**src/rtl/fifo_uart_tx.sv**
```systemverilog
// fifo_uart_tx: drains a FIFO read port and shifts each word out as a UART frame.
// Frames chain back-to-back while data remains; o_tx comes straight from a flop.
module fifo_uart_tx #(
    parameter int DSIZE        = 8,
    parameter int CLKS_PER_BIT = 16,
    parameter int PARITY       = 0,
    parameter int STOP_BITS    = 1
) (
    input  logic             i_clk,
    input  logic             i_rst_n,
    input  logic             i_en,
    input  logic             i_rempty,
    input  logic [DSIZE-1:0] i_rdata,
    output logic             o_rd,
    output logic             o_tx,
    output logic             o_busy,
    output logic             o_frame_done
);
    localparam int BW = (CLKS_PER_BIT > 1) ? $clog2(CLKS_PER_BIT) : 1;
    localparam int NW = (DSIZE > 1) ? $clog2(DSIZE) : 1;

    typedef enum logic [2:0] {IDLE, START, DATA, PAR, STOP} state_t;

    state_t           state, state_nx;
    logic [BW-1:0]    baud, baud_nx;
    logic [NW-1:0]    bitn, bitn_nx;
    logic             stopn, stopn_nx;
    logic [DSIZE-1:0] sh, sh_nx;
    logic             par, par_nx;
    logic             tx, tx_nx;
    logic             armed;
    logic             baud_end;
    logic             last_stop;
    logic             pop_ok;
    logic             rd;

    assign baud_end  = (baud == BW'(CLKS_PER_BIT - 1));
    assign last_stop = (state == STOP) && baud_end
                    && (stopn == 1'(STOP_BITS - 1));
    assign pop_ok    = i_en & ~i_rempty & armed;
    assign rd        = pop_ok & ((state == IDLE) | last_stop);

    assign o_rd         = rd;
    assign o_tx         = tx;
    assign o_busy       = (state != IDLE);
    assign o_frame_done = last_stop;

    // Hold off pops for one cycle after reset so a stale empty flag is never trusted.
    always_ff @(posedge i_clk or negedge i_rst_n) begin
        if (!i_rst_n) armed <= 1'b0;
        else          armed <= 1'b1;
    end

    // State, counters, shift register and the line flop.
    always_ff @(posedge i_clk or negedge i_rst_n) begin
        if (!i_rst_n) begin
            state <= IDLE;
            baud  <= '0;
            bitn  <= '0;
            stopn <= 1'b0;
            sh    <= '0;
            par   <= 1'b0;
            tx    <= 1'b1;
        end else begin
            state <= state_nx;
            baud  <= baud_nx;
            bitn  <= bitn_nx;
            stopn <= stopn_nx;
            sh    <= sh_nx;
            par   <= par_nx;
            tx    <= tx_nx;
        end
    end

    // Next-state: walk the frame one bit time at a time; a pop restarts at START.
    always_comb begin
        state_nx = state;
        baud_nx  = baud;
        bitn_nx  = bitn;
        stopn_nx = stopn;
        sh_nx    = sh;
        par_nx   = par;
        tx_nx    = tx;
        if (state != IDLE) begin
            baud_nx = baud_end ? '0 : baud + BW'(1);
        end
        unique case (state)
            IDLE: state_nx = IDLE;
            START: begin
                if (baud_end) begin
                    state_nx = DATA;
                    tx_nx    = sh[0];
                end
            end
            DATA: begin
                if (baud_end) begin
                    sh_nx = sh >> 1;
                    if (bitn == NW'(DSIZE - 1)) begin
                        bitn_nx = '0;
                        if (PARITY != 0) begin
                            state_nx = PAR;
                            tx_nx    = par;
                        end else begin
                            state_nx = STOP;
                            tx_nx    = 1'b1;
                        end
                    end else begin
                        bitn_nx = bitn + NW'(1);
                        tx_nx   = sh[1];
                    end
                end
            end
            PAR: begin
                if (baud_end) begin
                    state_nx = STOP;
                    tx_nx    = 1'b1;
                end
            end
            STOP: begin
                if (last_stop) begin
                    stopn_nx = 1'b0;
                    state_nx = IDLE;
                    tx_nx    = 1'b1;
                end else if (baud_end) begin
                    stopn_nx = 1'b1;
                end
            end
            default: state_nx = IDLE;
        endcase
        if (rd) begin
            state_nx = START;
            sh_nx    = i_rdata;
            par_nx   = (PARITY == 2) ? ~^i_rdata : ^i_rdata;
            tx_nx    = 1'b0;
            baud_nx  = '0;
            bitn_nx  = '0;
            stopn_nx = 1'b0;
        end
    end
endmodule

```
**config.mk**
```make
export PLATFORM = sky130hd
export DESIGN_NAME = fifo_uart_tx
export DESIGN_NICKNAME = d
export VERILOG_FILES = /design/src/rtl/fifo_uart_tx.sv
export SDC_FILE = /design/constraint.sdc
export NUM_CORES = 1
export LEC_CHECK = 0
export CAP_MARGIN = 30
export CORE_ASPECT_RATIO = 0.7
export CORE_MARGIN = 2
export CORE_UTILIZATION = 50
export DETAILED_ROUTE_END_ITERATION = 10
export PLACE_DENSITY = 0.75
export SLEW_MARGIN = 10
export SYNTH_ARGS = -nofsm -noshare
export SYNTH_HDL_FRONTEND = slang
export SYNTH_SLANG_ARGS = --single-unit
```
**constraint.sdc**
```tcl
create_clock -name i_clk -period 2.6 [get_ports i_clk]
set_input_delay 0.52 -clock i_clk [delete_from_list [all_inputs] [get_ports i_clk]]
set_output_delay 0.52 -clock i_clk [all_outputs]
set_load 0.05 [all_outputs]
```
==> flow_summary.yaml, run 1 <==
critical_path:
  path_class: "flip-flop to output pin"
  timing.rr.start: "baud[0]$_DFFE_PN0P_"
  rrSetupSlack_ns: 0.62
  cp_max_fo: 7
  reg2reg_depth: 6
  r2r-end: "sh[2]$_DFFE_PN0P_"
  arrival_ns: 1.93
  start_kind: "flip-flop"
  endpoint_kind: "output pin"
  worstPathRequired_ns: 2.08
global_route:
  grt_pass1_wl_um: 3630
  grt_overflow: 0
  grt_max_degree: 22
  antenna_found_initial: 0
  grt_pass1_vias: 781
  grtUsageTotal_pct: 19.3
floorplanning:
  die_x_um: 59.3
  initial_core_util_pct: 55.3
  core_area_mm2: 0.00194
  fp.dieArea_mm2: 0.00253
  ios: 16
  die_y_um: 42.7
  num_rows: 13
routing:
  route.met3.wl_um: 95
  wl_met2_um: 924
  drt_pre_antenna_iters: 4
  vias_per_cell: 5.76
  met1_length_um: 1030
  postRouteAntennaNets: 0
  drt-initial-drc-count: 18
  drt-wirelength-per-cell_um: 14.2
  wirelength_um: 2070
  drc: 0
  num_vias: 835
  highest_layer: "met4"
final_layout:
  diodes: 0
  final-instance-count-excl-fill: 145
  area_growth_pct: 19.1
  mostFrequentLayoutCells: "dfrtp_1 (20), a21oi_1 (13), clkdlybuf4s50_1 (13)"
  final_nets: 139
  fill_cells: 151
  drive_above_1_share_pct: 10.6
  layout_commonest_cell: "dfrtp_1"
flow_run:
  timing.max_cap.violations: 0
placed_design:
  portBuffers: 15
  place_inst: 141
  place_ws_ns: 0.301
  gp_congestion: 0.780
  dpl.hpwl_um: 1480
clocking:
  cts_tree: "yes"
  cts-root-buf: "clkbuf_4"
  htreeDepth: 1
  clk_path_buf_depth: 2
  clk_latency_ns: 0.31
  cts.sinks: 21
  clk_pin_slew_ns: 0.12
  cts_buffers: 3
  cts_setup_buffers: 0
power:
  p_leak_nw: 0.638
  p_per_area_mw_per_mm2: 750
  vdd_drop_max_v: 0.000490
timing:
  drv_slew: 0
  rsz0062_at_grt: "false"
  finClkSkew_ns: 0.00414
  tns_ns: 0
  whs_ns: 0.523
  fin_ws_ns: 0.155
  fin_crit_ns: 2.45
  fin_crit_sh_pct: 94.0
  setup_viol: 0
  max-slew-margin-rel_pct: 66.5
  hold_viol_final: 0
  worstMarginPinSlew_ns: 0.501
  timing.fmax_mhz: 409
yosys:
  avgSynthCellArea_um2: 10.1
  seq_area_frac_synth_pct: 49.2
  synthDistinctLibCells: 37
  synth_warnings: 0
  netlist_area_mm2: 0.00107
  syn_inst: 106
  synth_nets: 121
  synth-seq-cells: 21
status:
  status: "finished clean"
hold_path:
  worstHoldPathCells: 1
  holdCritStartpoint: "stopn$_DFFE_PN0P_"
  worst_hold_path_type: "flip-flop to flip-flop"
  worstHoldEndpoint: "stopn$_DFFE_PN0P_"
cell usage after synthesis:
library cell,count,area share [%]
a211o_1,1,0.82
a21o_1,2,1.4
a21oi_1,13,6.1
a221o_1,1,0.94
a311o_1,1,0.94
and2_1,2,1.2
and3_1,2,1.2
buf_2,1,0.47
buf_6,2,2.1
clkbuf_1,2,0.70
conb_1,1,0.35
dfrtp_1,20,47
dfstp_2,1,2.5
ha_1,3,3.5
inv_1,3,1.1
inv_2,1,0.35
mux2i_1,9,8.4
nand2_1,6,2.1
nand2b_1,1,0.59
nand3_1,2,0.94
nand3_2,1,0.94
nand3b_1,2,1.4
nand4_1,1,0.59
nand4b_1,1,0.82
nor2_1,12,4.2
nor3_1,2,0.94
nor3b_1,1,0.70
nor4_1,1,0.59
o211ai_1,1,0.70
o21ai_0,2,0.94
o21ai_1,1,0.47
o21bai_1,1,0.70
o2bb2ai_1,2,1.6
or2_1,1,0.59
or3_1,1,0.59
or3_4,1,1.1
xor2_1,1,0.82
cell families (layout without fill, tap and decap cells):
group | count (synthesis) | count (layout) | synth area share [%]
buffers and inverters | 9 | 26 | 4.68
DFF | 21 | 21 | 49.2
AOI/OAI and AO/OA | 25 | 25 | 14.6
xor gates and xnor gates | 1 | 1 | 0.819
muxes | 9 | 9 | 8.42
adders and majority gates | 3 | 3 | 3.51
other | 1 | 1 | 0.351
and+or+nand+nor | 37 | 37 | 18.4
sequential cells by signal, indices dropped and copies added (netlist names):
name / cells
state: 3
bitn: 3
o_tx: 1
baud: 4
stopn: 1
sh: 8
armed: 1
through the flow:
stage                     utilization [%]  power, W  area [um2]
after floorplan                         -  0.000702        1070
after global placement               64.2  0.000787        1240
after detailed placement             64.2  0.000795        1240
after CTS                            65.5  0.000955        1270
after global routing                 65.8   0.00102        1270
final                                65.8  0.000956        1270
cell type report:
cell class	count	area [um2]	share of cell area, %
Clock buffer	4	26.3	2.06
Inverter	4	15.0	1.18
Multi-Input combinational cell	76	498	39.1
Sequential cell	21	527	41.4
Tap cell	22	27.5	2.16
Timing Repair Buffer	18	180	14.1
timing repair:
item                                    CTS  global route
hold buffers                              0             0
resized for setup                         0             1
endpoints found under the setup margin    0             1
power by group:
part	internal [W]	leakage (nW)	switching, W
sequential	0.000406	0.255	0.0000806
clock	0.0000600	0.0150	0.000102
combinational	0.000146	0.367	0.000161
critical path: stages, from the launching register on:
cell             delay, ns
dfrtp_1               0.47
nor3_2                0.30
inv_1                 0.13
clkdlybuf4s50_1       0.71
worst max-delay path by stage:
stage,start,end,slack [ns],cells after the start
after CTS,state[0]$_DFFE_PN0P_,o_busy,0.02,3
final,state[1]$_DFFE_PN0P_,o_busy,0.15,3
after floorplan,baud[0]$_DFFE_PN0P_,o_rd,0.69,5
after detailed placement,i_rempty,o_rd,0.30,5
after global placement,i_rempty,o_rd,0.31,5
after global routing,state[0]$_DFFE_PN0P_,o_busy,0.02,3
per-layer routing:
metal / vias to the layer above / track usage [%]
met3: 2 / 6.40
met2: 21 / 27.7
met1: 403 / 28.4
met5: - / 0
met4: 0 / 4.09
li1: 409 / -
Note: power is estimated with default switching activity, not from simulation.
==> inputs of run 2 (changes only) <==
==> constraint.sdc (replaced) <==
create_clock -name i_clk -period 3 [get_ports i_clk]
set_input_delay 0.6 -clock i_clk [delete_from_list [all_inputs] [get_ports i_clk]]
set_output_delay 0.6 -clock i_clk [all_outputs]
set_load 0.05 [all_outputs]
==> flow_summary.yaml, run 2 (synthesized netlist as in run 1, its figures left out) <==
status:
  status: "finished clean"
critical_path:
  cp_max_fo: 9
  r2r-end: "sh[2]$_DFFE_PN0P_"
  endpoint_kind: "output pin"
  start_kind: "flip-flop"
  arrival_ns: 2.09
  max_stage_delay_ns: 0.73
  path_class: "flip-flop to output pin"
  cpMaxStageDelayCell: "clkdlybuf4s50_1"
  timing.rr.start: "baud[0]$_DFFE_PN0P_"
  worstPathRequired_ns: 2.40
  reg2reg_depth: 5
  path_cells: "nor3_1, inv_1, clkdlybuf4s50_1"
  crit_family: "buffers and inverters"
  rrSetupSlack_ns: 0.99
  crit_buf_inv: 2
floorplanning:
  initial_core_util_pct: 55.3
  die_x_um: 59.3
  ios: 16
  core_area_mm2: 0.00194
  fp.dieArea_mm2: 0.00253
  num_rows: 13
  die_y_um: 42.7
clocking:
  cts_buffers: 3
  cts-root-buf: "clkbuf_4"
  cts_setup_buffers: 0
  htreeDepth: 1
  clk_latency_ns: 0.31
  postCtsHoldBufs: 0
  clk_path_buf_depth: 2
  cts.sinks: 21
  cts_tree: "yes"
  post_cts_resized: 0
  clk_pin_slew_ns: 0.12
placed_design:
  gp_congestion: 0.841
  portBuffers: 15
  dpl.hpwl_um: 1510
timing:
  setup_viol: 0
  timing.fmax_mhz: 371
  fin_crit_sh_pct: 89.7
  fin_crit_ns: 2.69
  tns_ns: 0
  hold_viol_final: 0
  finClkSkew_ns: 0.0112
  rsz0062_at_grt: "false"
  max-slew-margin-rel_pct: 66.5
  drv_slew: 0
  worstMarginPinSlew_ns: 0.502
final_layout:
  mostFrequentLayoutCells: "dfrtp_1 (20), a21oi_1 (13), clkdlybuf4s50_1 (13)"
  diodes: 0
  largest_reg_flops: 8
  reg_top3: "sh x8, baud x4"
  regMostFlops: "sh"
  multiInputGateArea_um2: 493
  layout_commonest_cell: "dfrtp_1"
  final_nets: 139
  regArea_um2: 527
  fill_cells: 158
  area_growth_pct: 19.8
  finish.utilization_pct: 66.2
  drive_above_1_share_pct: 9.76
power:
  vdd_drop_max_v: 0.000379
  p_per_area_mw_per_mm2: 649
  p_leak_nw: 0.653
  power_frac_seq_pct: 50.8
  combPwrFrac_pct: 32.4
  power_frac_clock_pct: 16.8
  switchingPower_w: 0.000302
  switching_share_pct: 36.3
  intPower_w: 0.000530
routing:
  wirelength_um: 2070
  drt-initial-drc-count: 22
  drt_pre_antenna_iters: 4
  num_vias: 839
  drt-wirelength-per-cell_um: 14.3
  postRouteAntennaNets: 0
  drc: 0
  vias_per_cell: 5.79
flow_run:
  timing.max_cap.violations: 0
hold_path:
  worstHoldEndpoint: "sh[7]$_DFFE_PN0P_"
  worstHoldPathCells: 2
  holdCritStartpoint: "sh[7]$_DFFE_PN0P_"
  worst_hold_path_type: "flip-flop to flip-flop"
global_route:
  grtUsageTotal_pct: 18.4
  antenna_found_initial: 0
  grt_max_degree: 22
  grt_pass1_vias: 774
  grt_overflow: 0
  grt_pass1_wl_um: 3430
==> run 2: cell count changes in the layout (fill, tap and decap cells not counted) <==
cell / delta
buf_6: +1
dlymetal6s2s_1: +1
clkinvlp_4: +1
nor3_2: -1
nor3_1: +1
clkbuf_1: -1
buf_4: -2
==> run 2: worst max-delay path by stage <==
stage                    startpoint      endpoint  cells past startpoint
3_3_place_gp    baud[0]$_DFFE_PN0P_  o_frame_done                      5
5_1_grt        state[0]$_DFFE_PN0P_        o_busy                      3
6_report       state[0]$_DFFE_PN0P_        o_busy                      3
3_5_place_dp    baud[0]$_DFFE_PN0P_  o_frame_done                      5
4_1_cts         baud[0]$_DFFE_PN0P_  o_frame_done                      5
2_1_floorplan              i_rempty          o_rd                      4
==> run 2: through the flow <==
step / setup slack [ns] / hold WS, ns / total power, W / instances / cell area [um2]
after floorplan: 0.936 / 0.304 / 0.000609 / 106 / 1070
after global placement: 0.480 / 0.492 / 0.000680 / 140 / 1240
after detailed placement: 0.398 / 0.507 / 0.000696 / 140 / 1240
after CTS: 0.0185 / 0.533 / 0.000838 / 144 / 1270
after global routing: 0.206 / 0.560 / 0.000894 / 145 / 1280
final: 0.308 / 0.532 / 0.000832 / 145 / 1280
==> run 2: power by group through the flow <==
stage               logic [W]  registers (W)  clock network, W
CTS                  0.000270       0.000422          0.000146
floorplan            0.000196       0.000413                 0
global route         0.000301       0.000434          0.000159
global placement     0.000257       0.000422                 0
detailed placement   0.000270       0.000426                 0
finish               0.000270       0.000423          0.000139
==> run 2: cell type report <==
type,count,share of cell area (%)
clock inverter,1,0.586
multi-input combinational,76,38.5
sequential,21,41.1
timing repair buffer,18,14.7
tap,22,2.15
clock buffer,3,1.76
inverter,4,1.17
==> run 2: worst min-delay path, delay by kind of cell (launching register included) <==
kind,cells,cell delay (ns)
and+or+nand+nor,1,0.07
AOI/OAI and AO/OA,1,0.07
DFF,1,0.37
==> run 2: routing by layer <==
layer | wire [um] | vias up | GRT usage [%] | share of wire [%]
li1 | - | 409 | - | -
met1 | 982 | 394 | 25.7 | 47
met2 | 932 | 34 | 27.0 | 45
met3 | 148 | 2 | 7.01 | 7.1
met4 | 9 | 0 | 4.09 | 0.43
met5 | 0 | - | 0 | 0
==> inputs of run 3 (changes only) <==
--- a/config.mk
+++ b/config.mk
@@ -10,6 +10,7 @@
 export CORE_MARGIN = 2
 export CORE_UTILIZATION = 50
 export DETAILED_ROUTE_END_ITERATION = 10
+export HOLD_SLACK_MARGIN = 0.05
 export PLACE_DENSITY = 0.75
 export SLEW_MARGIN = 10
 export SYNTH_ARGS = -nofsm -noshare
==> results of run 3 <==
Final layout, timing and power as in run 2 (identical DEF).
